===== config.mk =====
export PLATFORM = sky130hd
export DESIGN_NAME = instr_fetch_unit
export DESIGN_NICKNAME = d
export VERILOG_FILES = /design/src/rtl/instr_fetch_unit.sv
export SDC_FILE = /design/constraint.sdc
export NUM_CORES = 1
export LEC_CHECK = 0
export BUFFER_PORTS_ARGS = -buffer_cell sky130_fd_sc_hd__buf_2
export CAP_MARGIN = 20
export CORE_MARGIN = 2
export CORE_UTILIZATION = 30
export CTS_CLUSTER_DIAMETER = 100
export DETAILED_ROUTE_END_ITERATION = 16
export HOLD_SLACK_MARGIN = 0.1
export PLACE_DENSITY = 0.51
export SYNTH_ARGS = -nofsm -noshare
export SYNTH_HDL_FRONTEND = slang
export SYNTH_SLANG_ARGS = --single-unit

===== constraint.sdc =====
create_clock -name clk -period 10.6 [get_ports clk]
set_input_delay 1.06 -clock clk [delete_from_list [all_inputs] [get_ports clk]]
set_output_delay 1.06 -clock clk [all_outputs]
set_load 0.005 [all_outputs]

===== src/rtl/instr_fetch_unit.sv =====
// Instruction fetch unit: owns the fetch PC, issues imem word reads,
// buffers returned words and hands Instr/PC to decode with valid/ready.
//
// Ports:
//   clk, reset             clock, synchronous active-high reset
//   imem_req/addr          read request and word address to imem
//   imem_gnt               request accepted this cycle
//   imem_rvalid/rdata      in-order read response
//   Instr, PC, PCPlus4     FIFO head to decode (NOP when not valid)
//   instr_valid/ready      decode handshake
//   PCSrc, PCTarget        redirect request and target address

module instr_fetch_unit #(
  parameter int unsigned     XLEN            = 32,
  parameter logic [XLEN-1:0] RESET_PC        = '0,
  parameter int unsigned     FIFO_DEPTH      = 2,
  parameter int unsigned     MAX_OUTSTANDING = 2
) (
  input  logic            clk,
  input  logic            reset,
  output logic            imem_req,
  output logic [XLEN-1:0] imem_addr,
  input  logic            imem_gnt,
  input  logic            imem_rvalid,
  input  logic [XLEN-1:0] imem_rdata,
  output logic [XLEN-1:0] Instr,
  output logic [XLEN-1:0] PC,
  output logic [XLEN-1:0] PCPlus4,
  output logic            instr_valid,
  input  logic            instr_ready,
  input  logic            PCSrc,
  input  logic [XLEN-1:0] PCTarget
);

  localparam int unsigned CW = $clog2(MAX_OUTSTANDING + 1);
  localparam int unsigned PW = $clog2(FIFO_DEPTH);
  localparam int unsigned FW = $clog2(FIFO_DEPTH + 1);
  localparam int unsigned SW = ((CW > FW) ? CW : FW) + 1;
  localparam logic [XLEN-1:0] NOP = XLEN'(32'h0000_0013);

  logic [XLEN-1:0] fetch_pc_q, fetch_pc_d;
  logic [XLEN-1:0] resp_pc_q, resp_pc_d;
  logic [CW-1:0]   out_q, out_d;
  logic [CW-1:0]   drop_q, drop_d;
  logic [FW-1:0]   cnt_q, cnt_d;
  logic [PW-1:0]   rd_ptr_q, rd_ptr_d;
  logic [PW-1:0]   wr_ptr_q, wr_ptr_d;

  logic [XLEN-1:0] fifo_instr_q [FIFO_DEPTH];
  logic [XLEN-1:0] fifo_instr_d [FIFO_DEPTH];
  logic [XLEN-1:0] fifo_pc_q    [FIFO_DEPTH];
  logic [XLEN-1:0] fifo_pc_d    [FIFO_DEPTH];

  logic            rsp_ok;
  logic            grant;
  logic            push;
  logic            pop;
  logic [SW-1:0]   credit_used;
  logic [XLEN-1:0] tgt_pc;

  // Responses with nothing outstanding are protocol errors and ignored.
  assign rsp_ok = imem_rvalid && (out_q != '0);

  // Slots already promised to in-flight, non-dropped responses.
  assign credit_used = SW'(cnt_q) + SW'(out_q) - SW'(drop_q);

  assign imem_req = !reset && !PCSrc
                 && (out_q < CW'(MAX_OUTSTANDING))
                 && (credit_used < SW'(FIFO_DEPTH));
  assign imem_addr = fetch_pc_q;

  assign grant       = imem_req && imem_gnt;
  assign instr_valid = !reset && (cnt_q != '0);
  assign pop         = instr_valid && instr_ready && !PCSrc;
  assign push        = rsp_ok && (drop_q == '0) && !PCSrc;
  assign tgt_pc      = PCTarget & ~XLEN'(3);

  assign Instr = instr_valid ? fifo_instr_q[rd_ptr_q] : NOP;

  always_comb begin
    PC = resp_pc_q;
    if (reset) begin
      PC = RESET_PC;
    end else if (instr_valid) begin
      PC = fifo_pc_q[rd_ptr_q];
    end
  end

  assign PCPlus4 = PC + XLEN'(4);

  always_comb begin
    fetch_pc_d   = fetch_pc_q;
    resp_pc_d    = resp_pc_q;
    out_d        = out_q;
    drop_d       = drop_q;
    cnt_d        = cnt_q;
    rd_ptr_d     = rd_ptr_q;
    wr_ptr_d     = wr_ptr_q;
    fifo_instr_d = fifo_instr_q;
    fifo_pc_d    = fifo_pc_q;

    if (grant) begin
      fetch_pc_d = fetch_pc_q + XLEN'(4);
      out_d      = out_d + CW'(1);
    end

    if (rsp_ok) begin
      out_d = out_d - CW'(1);
      if (drop_q != '0) begin
        drop_d = drop_q - CW'(1);
      end
    end

    if (push) begin
      fifo_instr_d[wr_ptr_q] = imem_rdata;
      fifo_pc_d[wr_ptr_q]    = resp_pc_q;
      wr_ptr_d  = wr_ptr_q + PW'(1);
      resp_pc_d = resp_pc_q + XLEN'(4);
    end

    if (pop) begin
      rd_ptr_d = rd_ptr_q + PW'(1);
    end

    unique case ({push, pop})
      2'b10:   cnt_d = cnt_q + FW'(1);
      2'b01:   cnt_d = cnt_q - FW'(1);
      default: cnt_d = cnt_q;
    endcase

    // Redirect: every request still in flight after this cycle is stale.
    if (PCSrc) begin
      fetch_pc_d = tgt_pc;
      resp_pc_d  = tgt_pc;
      drop_d     = out_d;
      cnt_d      = '0;
      rd_ptr_d   = '0;
      wr_ptr_d   = '0;
    end
  end

  always_ff @(posedge clk) begin
    if (reset) begin
      fetch_pc_q <= RESET_PC;
      resp_pc_q  <= RESET_PC;
      out_q      <= '0;
      drop_q     <= '0;
      cnt_q      <= '0;
      rd_ptr_q   <= '0;
      wr_ptr_q   <= '0;
    end else begin
      fetch_pc_q <= fetch_pc_d;
      resp_pc_q  <= resp_pc_d;
      out_q      <= out_d;
      drop_q     <= drop_d;
      cnt_q      <= cnt_d;
      rd_ptr_q   <= rd_ptr_d;
      wr_ptr_q   <= wr_ptr_d;
    end
  end

  // Storage needs no reset; cnt_q gates its visibility.
  always_ff @(posedge clk) begin
    fifo_instr_q <= fifo_instr_d;
    fifo_pc_q    <= fifo_pc_d;
  end

endmodule


Yosys cells after proc, flatten, opt, wreduce, memory -nomap -nowiden
Index checks and enable logic that the tools add are counted.

Flip-flop bits (word level): 200. Word-level logic and storage cells: 81.

Add/sub/neg operators: 12. $lt $le $gt $ge: 5. Eq/ne operators: 2. Mux-type cells: 23. Bitwise gates (word level): 2. Reductions and logical operators: 24.

Operators by type and width (count): two-way mux 32 bit (14); bitwise mux 64 bit (2); adder 32 x 3 -> 32 bit, second input constant (3); demux 32 bit (select 1 bit) (1); nonzero test 2 bit (8); logical AND 1 bit (11); two-way mux 2 bit (5); subtractor 2 x 1 -> 2 bit, second input constant (3); adder 2 x 1 -> 2 bit, second input constant (2); >= comparator 2 bit, second input constant (2); inverter 1 -> 2 bit (2); one-hot mux 2 bit (2 select lines) (1); adder 2 x 2 -> 3 bit (1); < comparator 3 x 2 -> 1 bit, second input constant (1); subtractor 3 x 2 -> 3 bit (1); adder 1 bit, second input constant (2); equality test 2 x 1 -> 1 bit, second input constant (1); equality test 2 bit, second input constant (1); zero test 1 bit (2); zero test 2 bit (1); < comparator 2 x 1 -> 1 bit, second input constant (1); < comparator 2 bit, second input constant (1); AND reduction 2 bit (1); OR reduction 2 bit (1).

Depth between registers and ports, before layout
Depth after elaboration: 9. Depth in mapped cells: 12. Depth with buffers taken out: 10.

Worst setup path before layout
No wires, ideal clock.

Kind: in2reg. From: in PCSrc. To: reg fifo_instr_q[0] in the netlist's numbering (enable). Arrival time: 4.383 ns. Data required time: 10.118 ns. Setup slack: 5.734 ns. Stages: 5. Buffers on the path: 2. Cell sequence: clkbuf_1 inv_2 clkbuf_1 nand3_1 nor2_1.

Cells in the longest elaborated chain, start to end: 2.

Ends and longest elaborated chain: from (decl) (RTL line 31) `input logic PCSrc,`; zero test 1 bit (RTL line 75) `assign push = rsp_ok && (drop_q == '0) && !PCSrc;`; logical AND 1 bit (RTL line 75); to (signal assigned) (RTL line 164) `fifo_instr_q <= fifo_instr_d;`; to (decl) (RTL line 49) `logic [XLEN-1:0] fifo_instr_q [FIFO_DEPTH];`.

No other way between the ends. A chain may end at the register's enable or synchronous reset.

Worst setup path in the final report
From: reg rd_ptr_q. To: out PCPlus4[20].

Cells in the longest elaborated chain, start to end: 7.

Ends and longest elaborated chain: from (decl) (RTL line 46) `logic [PW-1:0] rd_ptr_q, rd_ptr_d;`; from (signal assigned) (RTL line 157) `rd_ptr_q <= rd_ptr_d;`; inverter 1 -> 2 bit (not written as such) (RTL line 85) `PC = fifo_pc_q[rd_ptr_q];`; two-way mux 32 bit (not written as such) (3 in a row) (RTL line 85); two-way mux 32 bit (RTL line 84) `end else if (instr_valid) begin`; two-way mux 32 bit (RTL line 82) `if (reset) begin`; adder 32 x 3 -> 32 bit (RTL line 89) `assign PCPlus4 = PC + XLEN'(4);`; to (decl) (RTL line 28) `output logic [XLEN-1:0] PCPlus4,`.

No other way between the ends. The select of a mux whose other input is x is not followed.

==> impl_metrics.yaml <==
die:
  rows: 65
  die_h_um: 183
  core_area_sq_um: 31600
  initial_core_util_pct: 30.5
  io_pins: 200
  die_area_sq_um: 33500
  die_x_um: 183
cts:
  cts.sinks: 192
  path_clk_slew_ns: 0.08
  postCtsSetupRepairBufs: 0
  ctsResizeCount: 0
  clk-insertion-delay-late_ns: 0.44
  cts-root-buf: "clkbuf_16"
  cts_inserted_buffers: 17
  cts_tree: "built"
  cts_htree_levels: 4
  holdBufCountCts: 0
  cts_buffer_depth: 2
power:
  switching_power_w: 0.000502
  pwr-share-seq_pct: 50.1
  ir_worst_vdd_v: 0.000115
  intPower_w: 0.00127
  p_leak_nw: 4.18
  sw_frac_of_total_pct: 28.3
  p_clk_share_pct: 34.9
  power_frac_comb_pct: 15.0
  p_total_w: 0.00177
  p_per_area_nw_per_um2: 155
worst_setup_path:
  worst_setup_path_endpoint: "PCPlus4[20]"
  rr_endpoint: "imem_addr[30]"
  endpoint_kind: "output pin"
  critPathRequiredTime_ns: 9.54
  timing.rr.start: "cnt_q[0]"
  arrival_ns: 3.97
  setup.worst_path.start: "rd_ptr_q"
  start_kind: "flop"
  critPathKind: "reg2out"
  ff2ff_path_depth: 11
  r2r_slack_ns: 6.90
  crit_fanout: 48
placed_design:
  numPortBuffers: 191
  dpl.cell_count: 1451
  globalplace.congestion: 0.802
  place_hpwl_um: 17600
global_routing:
  grt_pass1_vias: 6896
  antenna_found_initial: 1
  grt-ovfl-total: 0
  grt_pass1_wl_um: 39700
  grt_max_degree: 63
  gr-usage-all-layers_pct: 15.2
detailed_routing:
  viasPerCell: 5.02
  drt_iter0_drc: 478
  firstDrtPassIters: 5
  detail-route-antenna-nets: 0
  drc_errors: 0
  detail_route.wl_per_cell_um: 17.3
  totalWireLength_um: 25600
  num_vias: 7442
timing:
  tightest_slew_ns: 1.05
  rsz0062_at_grt: "no"
  setup_viol: 0
  hold_viol_final: 0
  layout_min_cycle_time_ns: 5.03
  slew_headroom_pct: 30.0
  post-route-period-util_pct: 47.5
  finalSetupTns_ns: 0
  finalClockSkew_ns: 0.0121
  drv_slew: 0
  fmax_mhz: 199
status:
  status: "complete, no violations"
synthesis:
  postSynthAreaPerCell_sq_um: 10.7
  synth_cells: 899
  seq_area_frac_synth_pct: 52.9
  synth_edf_count: 124
  ys_dominant_reg_cell: "edfxtp_1"
  synth-seq-cells: 192
  synth.cell_area_sq_um: 9620
  ys_async_sr_fraction_pct: 0
  ys_warn_count: 0
  synth_cell_type_count: 68
flow_run:
  max_cap_viol_count: 0
final_layout:
  antenna_cells: 0
  synthToLayoutAreaGrowth_pct: 19.2
  register_area_sq_um: 5090
  nets: 1147
  drive_gt1_share_pct: 23.8
  final_cell_count_no_fill: 1483
  multi_input_area_sq_um: 4210
  fillers: 3213
  fin_util_pct: 36.4
hold_path:
  min_from: "resp_pc_q[31]"
  hold_path.class: "reg2reg"
registers in the layout (all words and copies together), names as in the netlist:
name	count
cnt_q	2
fifo_instr_q	64
drop_q	2
out_q	2
fifo_pc_q	60
resp_pc_q	30
imem_addr	30
wr_ptr_q	1
rd_ptr_q	1
cells by family after synthesis:
family | count (synthesis) | share of synthesized area, %
xor+xnor | 68 | 6.19
compound gates | 159 | 11.6
simple gates | 327 | 17.3
other cells | 1 | 0.0390
mux | 66 | 6.87
flops | 192 | 52.9
fa+ha+maj | 9 | 1.33
buf+inv | 77 | 3.75
per-layer routing:
metal / GRT usage [%] / wire length [um] / up-vias
met5: 0 / 13 / -
met4: 4.58 / 466 / 2
met3: 3.10 / 1830 / 31
met2: 21.5 / 10400 / 286
met1: 23.1 / 12900 / 3477
li1: - / - / 3646
cells in the mapped netlist, types with 4 or more instances:
cell,n,area share [%]
buf_6,4,0.47
o21ai_0,21,1.1
nor2_1,115,4.5
nand4b_1,7,0.64
edfxtp_1,124,39
nor3_1,17,0.88
nand4_1,11,0.72
and4_1,4,0.36
clkbuf_1,25,0.98
xnor2_1,43,3.9
buf_2,12,0.62
a21boi_0,8,0.62
and3_1,16,1.0
o21bai_1,5,0.39
nand3b_1,10,0.78
ha_1,7,0.91
a31oi_1,25,1.6
mux2i_1,66,6.9
nor2b_1,10,0.65
a21oi_1,30,1.6
buf_1,9,0.35
or3_1,6,0.39
nand3_1,43,2.2
o211ai_1,5,0.39
inv_1,19,0.74
and2_1,5,0.33
dfxtp_1,68,14
xor2_1,25,2.3
buf_4,7,0.55
a32oi_1,4,0.36
nor4_1,6,0.39
a211oi_1,37,2.9
nand2_1,53,2.1
how the worst min path moves through the flow:
stage | to | slack, ns | cells after the start
6_report | fifo_pc_q[31] | 0.52 | 0
5_1_grt | fifo_pc_q[31] | 0.54 | 0
4_1_cts | imem_addr[31] | 0.52 | 2
3_5_place_dp | imem_addr[31] | 0.51 | 2
3_3_place_gp | fifo_pc_q[63] | 0.50 | 0
2_1_floorplan | fifo_pc_q[31] | 0.47 | 0
power by group through the flow:
stage	clock network (W)	registers (W)	logic, W
after floorplan	0	0.000895	0.000179
after global placement	0	0.000905	0.000266
after detailed placement	0	0.000906	0.000268
after CTS	0.000640	0.000889	0.000270
after global routing	0.000668	0.000896	0.000302
final	0.000619	0.000889	0.000266
cells in the final DEF (no fill, tap or decap), drive strengths merged, types with 9 or more instances in the layout:
cell    instances
inv            26
buf           202
clkbuf         20
and3           16
dfxtp          68
o21ai          21
nand2          53
a211oi         40
xor2           25
nand3          43
nand3b         10
nor2b          10
a21oi          30
nor3           21
edfxtp        124
xnor2          43
mux2i          66
nand4          12
a21boi          9
a31oi          25
nor2          116
through the flow:
stage          hold slack (ns)  instance area, sq um  setup WS [ns]
2_1_floorplan            0.468                  9640           5.73
3_3_place_gp             0.502                 10900           5.63
3_5_place_dp             0.512                 10900           5.61
4_1_cts                  0.524                 11500           5.45
5_1_grt                  0.541                 11500           5.23
6_report                 0.519                 11500           5.57
critical path: stages (launching register included):
cell and delay (ns):
dfxtp_4 0.70, buf_4 0.73, mux2i_1 0.19, a211oi_2 0.43, ha_1 0.29, nand4b_2 0.21, nor3_2 0.46, nand3_1 0.16
xnor2_1 0.17, buf_2 0.16
area by class of cell:
cell class / count / share of cell area, %
Clock buffer: 20 / 3.89
Clock inverter: 12 / 0.905
Inverter: 20 / 0.654
Multi-Input combinational cell: 635 / 36.7
Sequential cell: 192 / 44.4
Tap cell: 402 / 4.38
Timing Repair Buffer: 202 / 9.08
Note: power is estimated with default switching activity, not from simulation.
